--- src/rtl/acappella_pkg.sv ---
// Shared constants for the acappella SDRAM path: requester indices, SDRAM bus widths
// and the arbiter state encoding.
package acappella_pkg;

  localparam int REQ_LOAD  = 0;
  localparam int REQ_MIX   = 1;
  localparam int REQ_PITCH = 2;
  localparam int REQ_REC   = 3;
  localparam int REQ_PLAY  = 4;

  localparam int SDRAM_ADDR_W = 23;
  localparam int SDRAM_DATA_W = 32;

  typedef enum logic [1:0] {
    IDLE    = 2'd0,
    ISSUE   = 2'd1,
    RECOVER = 2'd2
  } arb_state_t;

endpackage

--- src/rtl/rr_pick.sv ---
// Combinational round-robin finder: first set bit of req_i scanning upward from ptr_i with wrap.
// Zero latency; ptr_i must be below N.
module rr_pick #(
  parameter int N  = 5,
  parameter int PW = 3
) (
  input  logic [N-1:0]  req_i,
  input  logic [PW-1:0] ptr_i,
  output logic          vld_o,
  output logic [PW-1:0] idx_o
);

  logic [PW:0]   sum;
  logic [PW-1:0] cand;

  // Walk distances from far to near so the nearest hit is the last one written.
  always_comb begin
    vld_o = 1'b0;
    idx_o = '0;
    sum   = '0;
    cand  = '0;
    for (int k = N - 1; k >= 0; k--) begin
      sum = {1'b0, ptr_i} + (PW + 1)'(k);
      if (sum >= (PW + 1)'(N)) begin
        sum = sum - (PW + 1)'(N);
      end
      cand = sum[PW-1:0];
      if (req_i[cand]) begin
        vld_o = 1'b1;
        idx_o = cand;
      end
    end
  end

endmodule

--- src/rtl/sdram_arbiter.sv ---
// Two-class round-robin arbiter sharing one SDRAMBus port; grant to sdram_read/write is 1 cycle.
// Requesters hold their level request until req_finished; one transaction outstanding at a time.
// Optional watchdog via SDRAM_ARB_WATCHDOG_EN.
module sdram_arbiter
  import acappella_pkg::*;
#(
  parameter int                 NUM_REQ    = 5,
  parameter int                 ADDR_W     = SDRAM_ADDR_W,
  parameter int                 DATA_W     = SDRAM_DATA_W,
  parameter logic [NUM_REQ-1:0] HIPRI_MASK = 5'b01000,
  parameter int                 TIMEOUT    = 1024
) (
  input  logic                        i_clk,
  input  logic                        i_rst,
  input  logic [NUM_REQ-1:0]          req_read,
  input  logic [NUM_REQ-1:0]          req_write,
  input  logic [NUM_REQ*ADDR_W-1:0]   req_addr,
  input  logic [NUM_REQ*DATA_W-1:0]   req_writedata,
  output logic [DATA_W-1:0]           req_readdata,
  output logic [NUM_REQ-1:0]          req_finished,
  output logic                        sdram_read,
  output logic                        sdram_write,
  output logic [ADDR_W-1:0]           sdram_addr,
  output logic [DATA_W-1:0]           sdram_writedata,
  input  logic [DATA_W-1:0]           sdram_readdata,
  input  logic                        sdram_finished,
  output logic [2:0]                  grant_id,
`ifdef SDRAM_ARB_WATCHDOG_EN
  output logic                        arb_timeout,
`endif
  output logic                        busy
);

  localparam int IW = $clog2(NUM_REQ);

  logic [NUM_REQ-1:0] req_v;
  logic [NUM_REQ-1:0] hi_req;
  logic [NUM_REQ-1:0] lo_req;
  logic               hi_vld;
  logic               lo_vld;
  logic [IW-1:0]      hi_idx;
  logic [IW-1:0]      lo_idx;
  logic [IW-1:0]      win;
  logic [IW-1:0]      nxt_ptr;

  logic [ADDR_W-1:0]  addr_a  [NUM_REQ];
  logic [DATA_W-1:0]  wdata_a [NUM_REQ];

  arb_state_t         state_q;
  logic [IW-1:0]      rr_hi_q;
  logic [IW-1:0]      rr_lo_q;
  logic [IW-1:0]      gnt_q;
  logic               rd_q;
  logic               wr_q;
  logic [ADDR_W-1:0]  addr_q;
  logic [DATA_W-1:0]  wdata_q;
  logic [DATA_W-1:0]  rdata_q;
  logic [NUM_REQ-1:0] fin_q;
  logic               busy_q;

  for (genvar g = 0; g < NUM_REQ; g++) begin : g_unpack
    assign addr_a[g]  = req_addr[g*ADDR_W +: ADDR_W];
    assign wdata_a[g] = req_writedata[g*DATA_W +: DATA_W];
  end

  assign req_v  = req_read | req_write;
  assign hi_req = req_v & HIPRI_MASK;
  assign lo_req = req_v & ~HIPRI_MASK;

  rr_pick #(.N(NUM_REQ), .PW(IW)) u_pick_hi (
    .req_i (hi_req),
    .ptr_i (rr_hi_q),
    .vld_o (hi_vld),
    .idx_o (hi_idx)
  );

  rr_pick #(.N(NUM_REQ), .PW(IW)) u_pick_lo (
    .req_i (lo_req),
    .ptr_i (rr_lo_q),
    .vld_o (lo_vld),
    .idx_o (lo_idx)
  );

  always_comb begin
    win     = hi_vld ? hi_idx : lo_idx;
    nxt_ptr = (win == IW'(NUM_REQ - 1)) ? '0 : win + IW'(1);
  end

`ifdef SDRAM_ARB_WATCHDOG_EN
  localparam int WW = $clog2(TIMEOUT + 1);
  logic [WW-1:0] wd_q;
  logic          tmo_q;
`endif

  always_ff @(posedge i_clk or posedge i_rst) begin
    if (i_rst) begin
      state_q <= IDLE;
      rr_hi_q <= '0;
      rr_lo_q <= '0;
      gnt_q   <= '0;
      rd_q    <= 1'b0;
      wr_q    <= 1'b0;
      addr_q  <= '0;
      wdata_q <= '0;
      rdata_q <= '0;
      fin_q   <= '0;
      busy_q  <= 1'b0;
`ifdef SDRAM_ARB_WATCHDOG_EN
      wd_q    <= '0;
      tmo_q   <= 1'b0;
`endif
    end else begin
      fin_q <= '0;
      case (state_q)
        IDLE: begin
          if (hi_vld || lo_vld) begin
            gnt_q   <= win;
            addr_q  <= addr_a[win];
            wdata_q <= wdata_a[win];
            // Write wins when a requester raises both.
            wr_q    <= req_write[win];
            rd_q    <= ~req_write[win];
            busy_q  <= 1'b1;
            if (hi_vld) begin
              rr_hi_q <= nxt_ptr;
            end else begin
              rr_lo_q <= nxt_ptr;
            end
`ifdef SDRAM_ARB_WATCHDOG_EN
            wd_q    <= '0;
`endif
            state_q <= ISSUE;
          end
        end
        ISSUE: begin
          if (sdram_finished) begin
            rd_q    <= 1'b0;
            wr_q    <= 1'b0;
            if (rd_q) begin
              rdata_q <= sdram_readdata;
            end
            fin_q   <= NUM_REQ'(1) << gnt_q;
            state_q <= RECOVER;
          end
`ifdef SDRAM_ARB_WATCHDOG_EN
          else if (wd_q == WW'(TIMEOUT - 1)) begin
            rd_q    <= 1'b0;
            wr_q    <= 1'b0;
            rdata_q <= '0;
            fin_q   <= NUM_REQ'(1) << gnt_q;
            tmo_q   <= 1'b1;
            state_q <= RECOVER;
          end else begin
            wd_q <= wd_q + WW'(1);
          end
`endif
        end
        RECOVER: begin
          busy_q  <= 1'b0;
          state_q <= IDLE;
        end
        default: begin
          state_q <= IDLE;
        end
      endcase
    end
  end

  assign sdram_read      = rd_q;
  assign sdram_write     = wr_q;
  assign sdram_addr      = addr_q;
  assign sdram_writedata = wdata_q;
  assign req_readdata    = rdata_q;
  assign req_finished    = fin_q;
  assign grant_id        = 3'(gnt_q);
  assign busy            = busy_q;
`ifdef SDRAM_ARB_WATCHDOG_EN
  assign arb_timeout     = tmo_q;
`endif

endmodule

--- config.mk ---
export PLATFORM = sky130hd
export DESIGN_NAME = sdram_arbiter
export DESIGN_NICKNAME = d
export VERILOG_FILES = /design/src/rtl/acappella_pkg.sv /design/src/rtl/rr_pick.sv /design/src/rtl/sdram_arbiter.sv
export SDC_FILE = /design/constraint.sdc
export NUM_CORES = 1
export LEC_CHECK = 0
export ABC_AREA = 1
export BUFFER_PORTS_ARGS = -buffer_cell sky130_fd_sc_hd__buf_2
export CAP_MARGIN = 20
export CORE_AREA = 2 2 163 165
export DETAILED_ROUTE_END_ITERATION = 6
export DIE_AREA = 0 0 165 167
export SLEW_MARGIN = 15
export SYNTH_ARGS = -nofsm -noshare
export SYNTH_HDL_FRONTEND = slang
export SYNTH_SLANG_ARGS = --single-unit
--- constraint.sdc ---
create_clock -name i_clk -period 4.5 [get_ports i_clk]
set_input_delay 0.9 -clock i_clk [delete_from_list [all_inputs] [get_ports i_clk]]
set_output_delay 0.9 -clock i_clk [all_outputs]
set_load 0.005 [all_outputs]
[Word level (Yosys, flattened, before mapping)]
Cells that the tools add are included.
Word-level totals
  memories: 0
  memory bits (writable): 0
  ROM bits: 0
  bits in latches: 0
  logic and storage cells: 145
  register bits after elaboration: 106
Operators by class
  shifts and indexed selects: 1
  mux-type cells: 72
  divide/modulo/power cells: 0
  reduce and logical (&&, ||, !) cells: 11
  multiply operators: 0
  bitwise operators: 4
  $lt $le $gt $ge: 22
  add/subtract/negate cells: 19
  equality and inequality tests: 5
Operators with widths (number)
  $bmux W32 S3: 1
  $bmux W23 S3: 1
  $mux W3: 22
  $mux W32: 2
  $mux W23: 2
  $lt A3 B4 Y1 const B: 11
  $bmux W1 S3: 11
  $ge A4 B3 Y1 const B: 8
  $sub A3 B3 Y3 const B: 10
  $mux W1: 25
  $add A3 B2 Y4 const B: 4
  $reduce_and A3 Y1: 4
  $mux W5: 2
  $add A3 B1 Y4 const B: 2
  $add A3 B3 Y4 const B: 2
  $ge A3 B3 Y1 const B: 2
  $pmux W1 S2: 3
  $reduce_and A2 Y1: 3
  $or A5 B5 Y5: 1
  $shl A1 B3 Y5 const A: 1
  $ge A4 B4 Y1 const B: 1
  $mux W2: 2
  $ne A2 B2 Y1 const B: 2
  $not A3 Y4: 1
  9 further kinds: 11

[Logic depth before layout (Yosys ltp)]
Gate-level depths: netlist of run 1.
  depth in word-level cells: 16
  gate-level depth with buffers: 25

[Modules after synthesis]
From an unflattened synthesis of run 1, not the netlist that was laid out.
Unflattened totals
  cell total of the unflattened synthesis: 1608
  area total of the unflattened synthesis: 9829.4 um2
By module, submodules not included
  sdram_arbiter: times used 1, area an instance 7905.1 um2, cells an instance 1238
  rr_pick: times used 2, area an instance 962.2 um2, cells an instance 185

[Worst setup path after synthesis of run 1]
No wires, ideal clock.
  path kind: reg2reg
  from: register rr_lo_q[0]
  to: register rr_lo_q[1]
  path buffers: 3
  arrival time: 2990 ps
  data required time: 4369 ps
  slack: 1379 ps
  cell stages (with the launch flop): 22
  clock period less this slack: 3121 ps
  path through: dfrtp_1 buf_4 inv_2 ha_1 inv_1 fa_1 inv_1 nand2_1 o21ai_0 nand3_1 nand3b_1 nand2_1 nor2_1 nand2_1 nand3_1 nand2_1 a21oi_2 buf_4 buf_2 a21oi_1 nand2_1 o21ai_0
Between the ends
  cells in the longest elaborated chain, start to end: 13
  elaborated cells on any way between the ends: 45
RTL lines
  from (decl): RTL line sdram_arbiter.sv:51  | logic [IW-1:0] rr_lo_q;
  from (signal assigned): RTL line sdram_arbiter.sv:127  | rr_lo_q <= nxt_ptr;
  $add A3 B3 Y4: RTL line rr_pick.sv:23  | sum = {1'b0, ptr_i} + (PW + 1)'(k);
  $ge A4 B3 Y1 / $sub A3 B3 Y3 (equally long branches): RTL line rr_pick.sv:24, rr_pick.sv:25
  $mux W3: RTL line rr_pick.sv:24  | if (sum >= (PW + 1)'(N)) begin
  $bmux W1 S3: RTL line rr_pick.sv:28  | if (req_i[cand]) begin
  $mux W1 (implied by the code): RTL line rr_pick.sv:28
  $mux W3 (5 in series): RTL line rr_pick.sv:28
  $mux W3: RTL line sdram_arbiter.sv:85  | win = hi_vld ? hi_idx : lo_idx;
  $add A3 B1 Y3 / $eq A3 B3 Y1 (equally long branches): RTL line sdram_arbiter.sv:86  | nxt_ptr = (win == IW'(NUM_REQ - 1)) ? '0 : win + IW'(1);
  $mux W3: RTL line sdram_arbiter.sv:86
Several ways; a longest one is shown, not always the timed one. The select of a mux whose other input is x is not followed.
A chain may end at the register's enable or synchronous reset.

[Worst setup path after layout of run 1]
  from: register rr_lo_q[0]
  to: register addr_q[22], in the netlist sdram_addr[22]
Between the ends
  cells in the longest elaborated chain, start to end: 15
  elaborated cells on any way between the ends: 46
RTL lines
  $add A3 B3 Y4: RTL line rr_pick.sv:23
  $ge A4 B3 Y1 / $sub A3 B3 Y3 (equally long branches): RTL line rr_pick.sv:24, rr_pick.sv:25
  $mux W3: RTL line rr_pick.sv:24
  $bmux W1 S3: RTL line rr_pick.sv:28
  $mux W1 (implied by the code): RTL line rr_pick.sv:28
  $mux W3 (5 in series): RTL line rr_pick.sv:28
  $mux W3: RTL line sdram_arbiter.sv:85
  $not A3 Y4 (implied by the code): RTL line sdram_arbiter.sv:118  | addr_q <= addr_a[win];
  $bmux W23 S3: RTL line sdram_arbiter.sv:118
  $mux W23 (implied by the code) (2 in series): RTL line sdram_arbiter.sv:118
  to (signal assigned): RTL line sdram_arbiter.sv:118
  to (decl): RTL line sdram_arbiter.sv:55  | logic [ADDR_W-1:0] addr_q;
Several ways; a longest one is shown, not always the timed one. The select of a mux whose other input is x is not followed.

==> results of run 1 <==
## path summary, 6_finish.rpt
kind,to,startpoint,slack [ns],cells past startpoint
min in group asynchronous,sdram_writedata[19]$_DFFE_PP0P_,i_rst,0.67,2
max,sdram_addr[22]$_DFFE_PP0P_,rr_lo_q[0]$_DFFE_PP0P_,0.42,22
max in group asynchronous,req_readdata[19]$_DFFE_PP0P_,i_rst,2.87,3
max reg2reg,sdram_addr[22]$_DFFE_PP0P_,rr_lo_q[0]$_DFFE_PP0P_,0.42,22
min,sdram_addr[2]$_DFFE_PP0P_,sdram_addr[2]$_DFFE_PP0P_,0.49,2
min reg2reg,sdram_addr[2]$_DFFE_PP0P_,sdram_addr[2]$_DFFE_PP0P_,0.49,2
## sequential cells by signal, indices dropped and copies added (netlist names)
| register | count |
|---|---|
| busy | 1 |
| rr_hi_q | 3 |
| sdram_write | 1 |
| grant_id | 3 |
| req_finished | 5 |
| rr_lo_q | 3 |
| sdram_addr | 23 |
| req_readdata | 32 |
| sdram_writedata | 32 |
| state_q | 2 |
| sdram_read | 1 |
## logic make-up (layout without fill, tap and decap cells)
| kind of cell | after synthesis | after routing | synth area share |
|---|---|---|---|
| flip-flops | 106 | 106 | 0.341 |
| adder cells (fa/ha/maj) | 19 | 19 | 0.0325 |
| XOR/XNOR | 2 | 2 | 0.00322 |
| multiplexers | 32 | 32 | 0.0464 |
| AND/OR/NAND/NOR | 685 | 685 | 0.395 |
| buffers and inverters | 188 | 564 | 0.108 |
| other | 0 | 2 | 0 |
| AO/OA/AOI/OAI | 96 | 96 | 0.0736 |
## report_power, final
part | internal (mW) | total [mW] | switching (mW)
logic | 1.45 | 4.30 | 2.85
clock network | 0.401 | 0.846 | 0.445
registers | 1.41 | 1.68 | 0.269
total | 3.27 | 6.83 | 3.56
## Yosys cell counts, types with 11 or more instances
library cell,n
nand2_1,334
nand3_1,145
nand4_1,113
dfrtp_1,106
inv_1,101
nor2_1,75
a21oi_1,62
mux2_2,32
clkbuf_1,28
buf_4,19
buf_2,17
ha_1,17
o21ai_0,11
## per-stage QoR
step | hold slack, ns | cells | instance area (um2) | power, mW | setup WS (ns)
finish | 0.492 | 1841 | 10400 | 6.83 | 0.421
global route | 0.515 | 1841 | 10400 | 7.41 | 0.0204
CTS | 0.494 | 1838 | 10300 | 6.85 | 0.264
detailed placement | 0.473 | 1822 | 10000 | 5.97 | 0.292
global placement | 0.471 | 1822 | 10000 | 5.93 | 0.334
floorplan | 0.481 | 1128 | 7770 | 4.50 | 0.811
## metal layers
metal	share of wire	up-vias	track usage	wire (um)
li1	-	4497	-	-
met1	0.39	4218	0.260	12900
met2	0.51	393	0.415	16700
met3	0.066	56	0.0418	2190
met4	0.034	2	0.0888	1110
met5	0.00042	-	0	14
## cell type report
type	count	area [um2]	area share
Antenna cell	2	5.00	0.000482
Clock buffer	9	225	0.0217
Clock inverter	7	75.1	0.00724
Inverter	110	415	0.0400
Multi-Input combinational cell	834	4330	0.418
Sequential cell	106	2650	0.256
Tap cell	335	419	0.0404
Timing Repair Buffer	438	2250	0.217
## what timing repair did
item                       in CTS  in global routing
setup endpoints to repair       0                 17
gates resized for setup         0                  2
hold buffers                    0                  0
## critical path, stage by stage, from the launching register on
cell      delay [ns]
dfrtp_1         0.55
inv_2           0.25
ha_1            0.17
inv_1           0.06
fa_1            0.41
inv_1           0.09
nand2_1         0.08
o21ai_0         0.36
inv_1           0.09
nand2_1         0.07
nand3b_1        0.09
nand2_1         0.15
nor2_1          0.06
nand2_1         0.08
nand3_1         0.14
nand3_4         0.28
buf_4           0.45
nand4_1         0.13
nand2_1         0.10
clkinv_1        0.10
nand3_1         0.10
nand2_1         0.06
a21oi_1         0.13
==> results.yml, run 1 <==
route:
  routed_wl_mm: 33.0
  first_pass_iters: 5
  vias: 9166
  drt-initial-drc-count: 504
  viasPerCell: 4.98
  drc_errors: 0
  drtAntennaViolNets: 0
  detail_route.wl_per_cell_um: 17.9
synthesis:
  syn-cell-area_um2: 7770
  netlist.area_leader.share: 0.341
  synth_edf_count: 0
  synth-async-reset-ratio: 1.00
  synthCells: 1128
  ys_warn_count: 0
  syn_nets: 1467
  ys_types: 38
  synth_area_per_cell_um2: 6.89
  ys.flop_type: "dfrtp_1"
  ys_ff_latch: 106
  yosysSeqAreaShare: 0.341
  synth_largest_area_cell: "dfrtp_1"
  synthTopCellsByArea: "dfrtp_1 34%, nand2_1 16%, nand3_1 9.3%"
cells_and_area:
  syn2layout_area_growth_pct: 33.5
  final_cell_mix: "417 x buf_2, 333 x nand2_1, 143 x nand3_1"
  final_common_cell: "buf_2"
  final_util: 0.403
  layout-drive-gt1-share: 0.341
  finalNetCount: 1838
  n_fill_cell: 2791
setup_path:
  critical_path_arrival_ns: 4.37
  crit_fanout: 31
  worstSetupPathType: "reg2reg"
  startpoint_type: "register"
  cp.required_ns: 4.79
  crit_path_end_kind: "register"
die:
  die_h_um: 167
  die_area_um2: 27600
  die_w_um: 165
  core_area_um2: 25800
  initial_core_util: 0.302
  rows: 59
  pin_count: 418
clock_tree:
  cts_sinks: 106
  postCtsSetupRepairBufs: 0
  cts_buffer_depth: 2
  cts_buffers: 9
  clkLatencyLatePin_ns: 0.37
  cts_tree: "done"
  clk_pin_slew_ns: 0.08
  cts.htree.levels: 3
  clock-root-buffer: "clkbuf_16"
global_routing:
  grt_usage: 0.228
  grt_overflow: 0
  grt_pass1_wl_mm: 47.8
  antenna_found_initial: 4
  grt_max_degree: 91
  grt_pass1_vias: 8610
run:
  cap_violations: 0
power:
  ir_drop_uv: 386
  power_density_nw_per_um2: 658
  p_leak_nw: 5.62
timing:
  fmax_mhz: 245
  fin_skew_ns: 0.0103
  fin_tns_setup_ns: 0
  hold_violations: 0
  rsz0062_at_grt: "false"
  fin_crit_sh: 0.907
  tightest_slew_ns: 1.01
  period_needed_ns: 4.08
  slew_headroom: 0.329
  slew_violations: 0
  setup_violations: 0
placement:
  gp_congestion: 0.909
  dpl.hpwl_mm: 24.9
  portBuffers: 417
outcome:
  status: "complete, no violations"
worst_hold_path:
  hp-class: "reg2reg"
Power figures use the tool's default switching activity.
==> run 2, diff against run 1 <==
- PLACE_DENSITY: unset -> 0.57
==> run 2 against run 1 <==
Effect of this change: wire length is 0.82% lower; sequential power barely moved; clock power decreased by 6.1%; critical path type unchanged; sequential cell count unchanged; final area increased by 0.22%; via count grew 0.45%; cell count did not move; total power barely moved.
==> results.yml, run 2 (synthesis results as in run 1) <==
outcome:
  status: "complete, no violations"
setup_path:
  cpPeakStageDelay_ns: 0.55
  crit_chain: "inv_2, ha_1, inv_1, fa_1, inv_1, nand2_1, o21ai_0, inv_1, nand2_1, nand3b_1, nand2_1, inv_1, nand3_1, nand2_1, nand2_1, nand2_1, nand2_2, buf_4, nand4_1, nand3_1, nand2_1, a21oi_1"
  crit_buf_inv: 6
  critical_path_arrival_ns: 4.31
  r2r-end: "sdram_writedata[9]$_DFFE_PP0P_"
  cp.required_ns: 4.78
  r2r_setup_slack_ns: 0.46
  crit_fanout: 22
  startpoint_type: "register"
  crit_start: "rr_lo_q[0]$_DFFE_PP0P_"
  cp_slowest_cell: "dfrtp_1"
  rr_startpoint: "rr_lo_q[0]$_DFFE_PP0P_"
  crit_path_end_kind: "register"
  worstSetupPathType: "reg2reg"
  cp_common_cell: "nand2_1"
  r2r_cells: 22
  cpLargestDelayFamily: "simple AND/OR/NAND/NOR gates"
timing:
  setup_violations: 0
  hold_violations: 0
  tightest_slew_ns: 0.985
  slew_headroom: 0.343
  period_needed_ns: 4.04
  slew_violations: 0
  fin_crit_sh: 0.897
  fin_tns_setup_ns: 0
  fmax_mhz: 248
  fin_skew_ns: 0.0127
  rsz0062_at_grt: "false"
die:
  pin_count: 418
  die_w_um: 165
  rows: 59
  initial_core_util: 0.302
  die_h_um: 167
  core_area_um2: 25800
  die_area_um2: 27600
placement:
  portBuffers: 417
  gp_congestion: 0.872
  dpl.hpwl_mm: 24.9
power:
  ir_drop_uv: 433
  p_leak_nw: 5.63
  p_total_mw: 6.83
  power_density_nw_per_um2: 656
worst_hold_path:
  hold_start: "sdram_addr[11]$_DFFE_PP0P_"
  hp-class: "reg2reg"
  hold_end: "sdram_addr[11]$_DFFE_PP0P_"
  whs_path_depth: 2
route:
  routed_wl_mm: 32.7
  drtAntennaViolNets: 0
  viasPerCell: 5.00
  first_pass_iters: 5
  vias: 9207
  detail_route.wl_per_cell_um: 17.8
  drt-initial-drc-count: 605
  drc_errors: 0
global_routing:
  grt_overflow: 0
  grt_pass1_vias: 8664
  antenna_found_initial: 1
  grt_pass1_wl_mm: 48.6
  grt_max_degree: 147
  grt_usage: 0.229
cells_and_area:
  syn2layout_area_growth_pct: 33.8
  finalNetCount: 1840
  final_cell_mix: "417 x buf_2, 333 x nand2_1, 143 x nand3_1"
  n_fill_cell: 2782
  layout-drive-gt1-share: 0.341
  num_antenna_cells: 0
  final_common_cell: "buf_2"
clock_tree:
  postCtsSetupRepairBufs: 0
  clock-root-buffer: "clkbuf_16"
  cts_hold_buf: 0
  clkLatencyLatePin_ns: 0.36
  ctsResizeCount: 0
  cts_sinks: 106
  cts_buffers: 9
  cts.htree.levels: 3
  cts_tree: "done"
  clk_pin_slew_ns: 0.08
  cts_buffer_depth: 2
run:
  cap_violations: 0
-- run 2: cell types whose count changed in the layout (fill, tap and decap cells not counted), sizes merged --
cell / delta
inv: -4
clkinv: +3
buf: +2
diode: -2
clkbuf: +1
-- run 2: report_power, final --
part	internal [mW]	switching [mW]	leakage, nW	total (mW)
Clock	0.388	0.406	0.136	0.794
Sequential	1.41	0.279	1.26	1.69
Combinational	1.50	2.84	4.23	4.34
Total	3.30	3.52	5.63	6.83
-- run 2: how the worst max path moves through the flow --
stage / depth (start not counted) / endpoint / slack, ns
2_1_floorplan: 1 / busy$_DFFE_PP0P_ / 0.81
3_3_place_gp: 22 / sdram_writedata[9]$_DFFE_PP0P_ / 0.52
3_5_place_dp: 22 / sdram_writedata[31]$_DFFE_PP0P_ / 0.48
4_1_cts: 22 / sdram_writedata[9]$_DFFE_PP0P_ / 0.46
5_1_grt: 22 / sdram_writedata[31]$_DFFE_PP0P_ / 0.03
6_report: 22 / sdram_writedata[9]$_DFFE_PP0P_ / 0.46
-- run 2: layout make-up --
class | instances | area [um2] | share of cell area
Multi-Input combinational cell | 834 | 4320 | 0.416
Sequential cell | 106 | 2650 | 0.255
Timing Repair Buffer | 440 | 2300 | 0.221
Tap cell | 335 | 419 | 0.0403
Inverter | 110 | 415 | 0.0400
Clock buffer | 10 | 229 | 0.0220
Clock inverter | 6 | 58.8 | 0.00566
-- run 2: per-stage QoR --
stage          utilization  area [um2]  worst slack (ns)  hold WS (ns)  std cells
2_1_floorplan            -        7770             0.811         0.481       1128
3_3_place_gp         0.392       10100             0.519         0.469       1824
3_5_place_dp         0.392       10100             0.483         0.477       1825
4_1_cts              0.404       10400             0.457         0.495       1841
5_1_grt              0.404       10400            0.0312         0.516       1841
6_report             0.404       10400             0.462         0.489       1841
-- run 2: routing by layer --
layer  vias to the layer above  wire length, um  global-route usage
met1                      4277            13200               0.271
li1                       4503                -                   -
met5                         -               13                   0
met2                       379            16600               0.416
met4                         2              785              0.0718
met3                        46             2180              0.0384
-- run 2: worst register-to-register path, cell delays in order (launching register included) --
cell	delay [ns]
dfrtp_1	0.55
inv_2	0.25
ha_1	0.17
inv_1	0.06
fa_1	0.39
inv_1	0.09
nand2_1	0.08
o21ai_0	0.36
inv_1	0.08
nand2_1	0.07
nand3b_1	0.10
nand2_1	0.15
inv_1	0.06
nand3_1	0.07
nand2_1	0.05
nand2_1	0.11
nand2_1	0.08
nand2_2	0.46
buf_4	0.33
nand4_1	0.14
nand3_1	0.11
nand2_1	0.05
a21oi_1	0.15
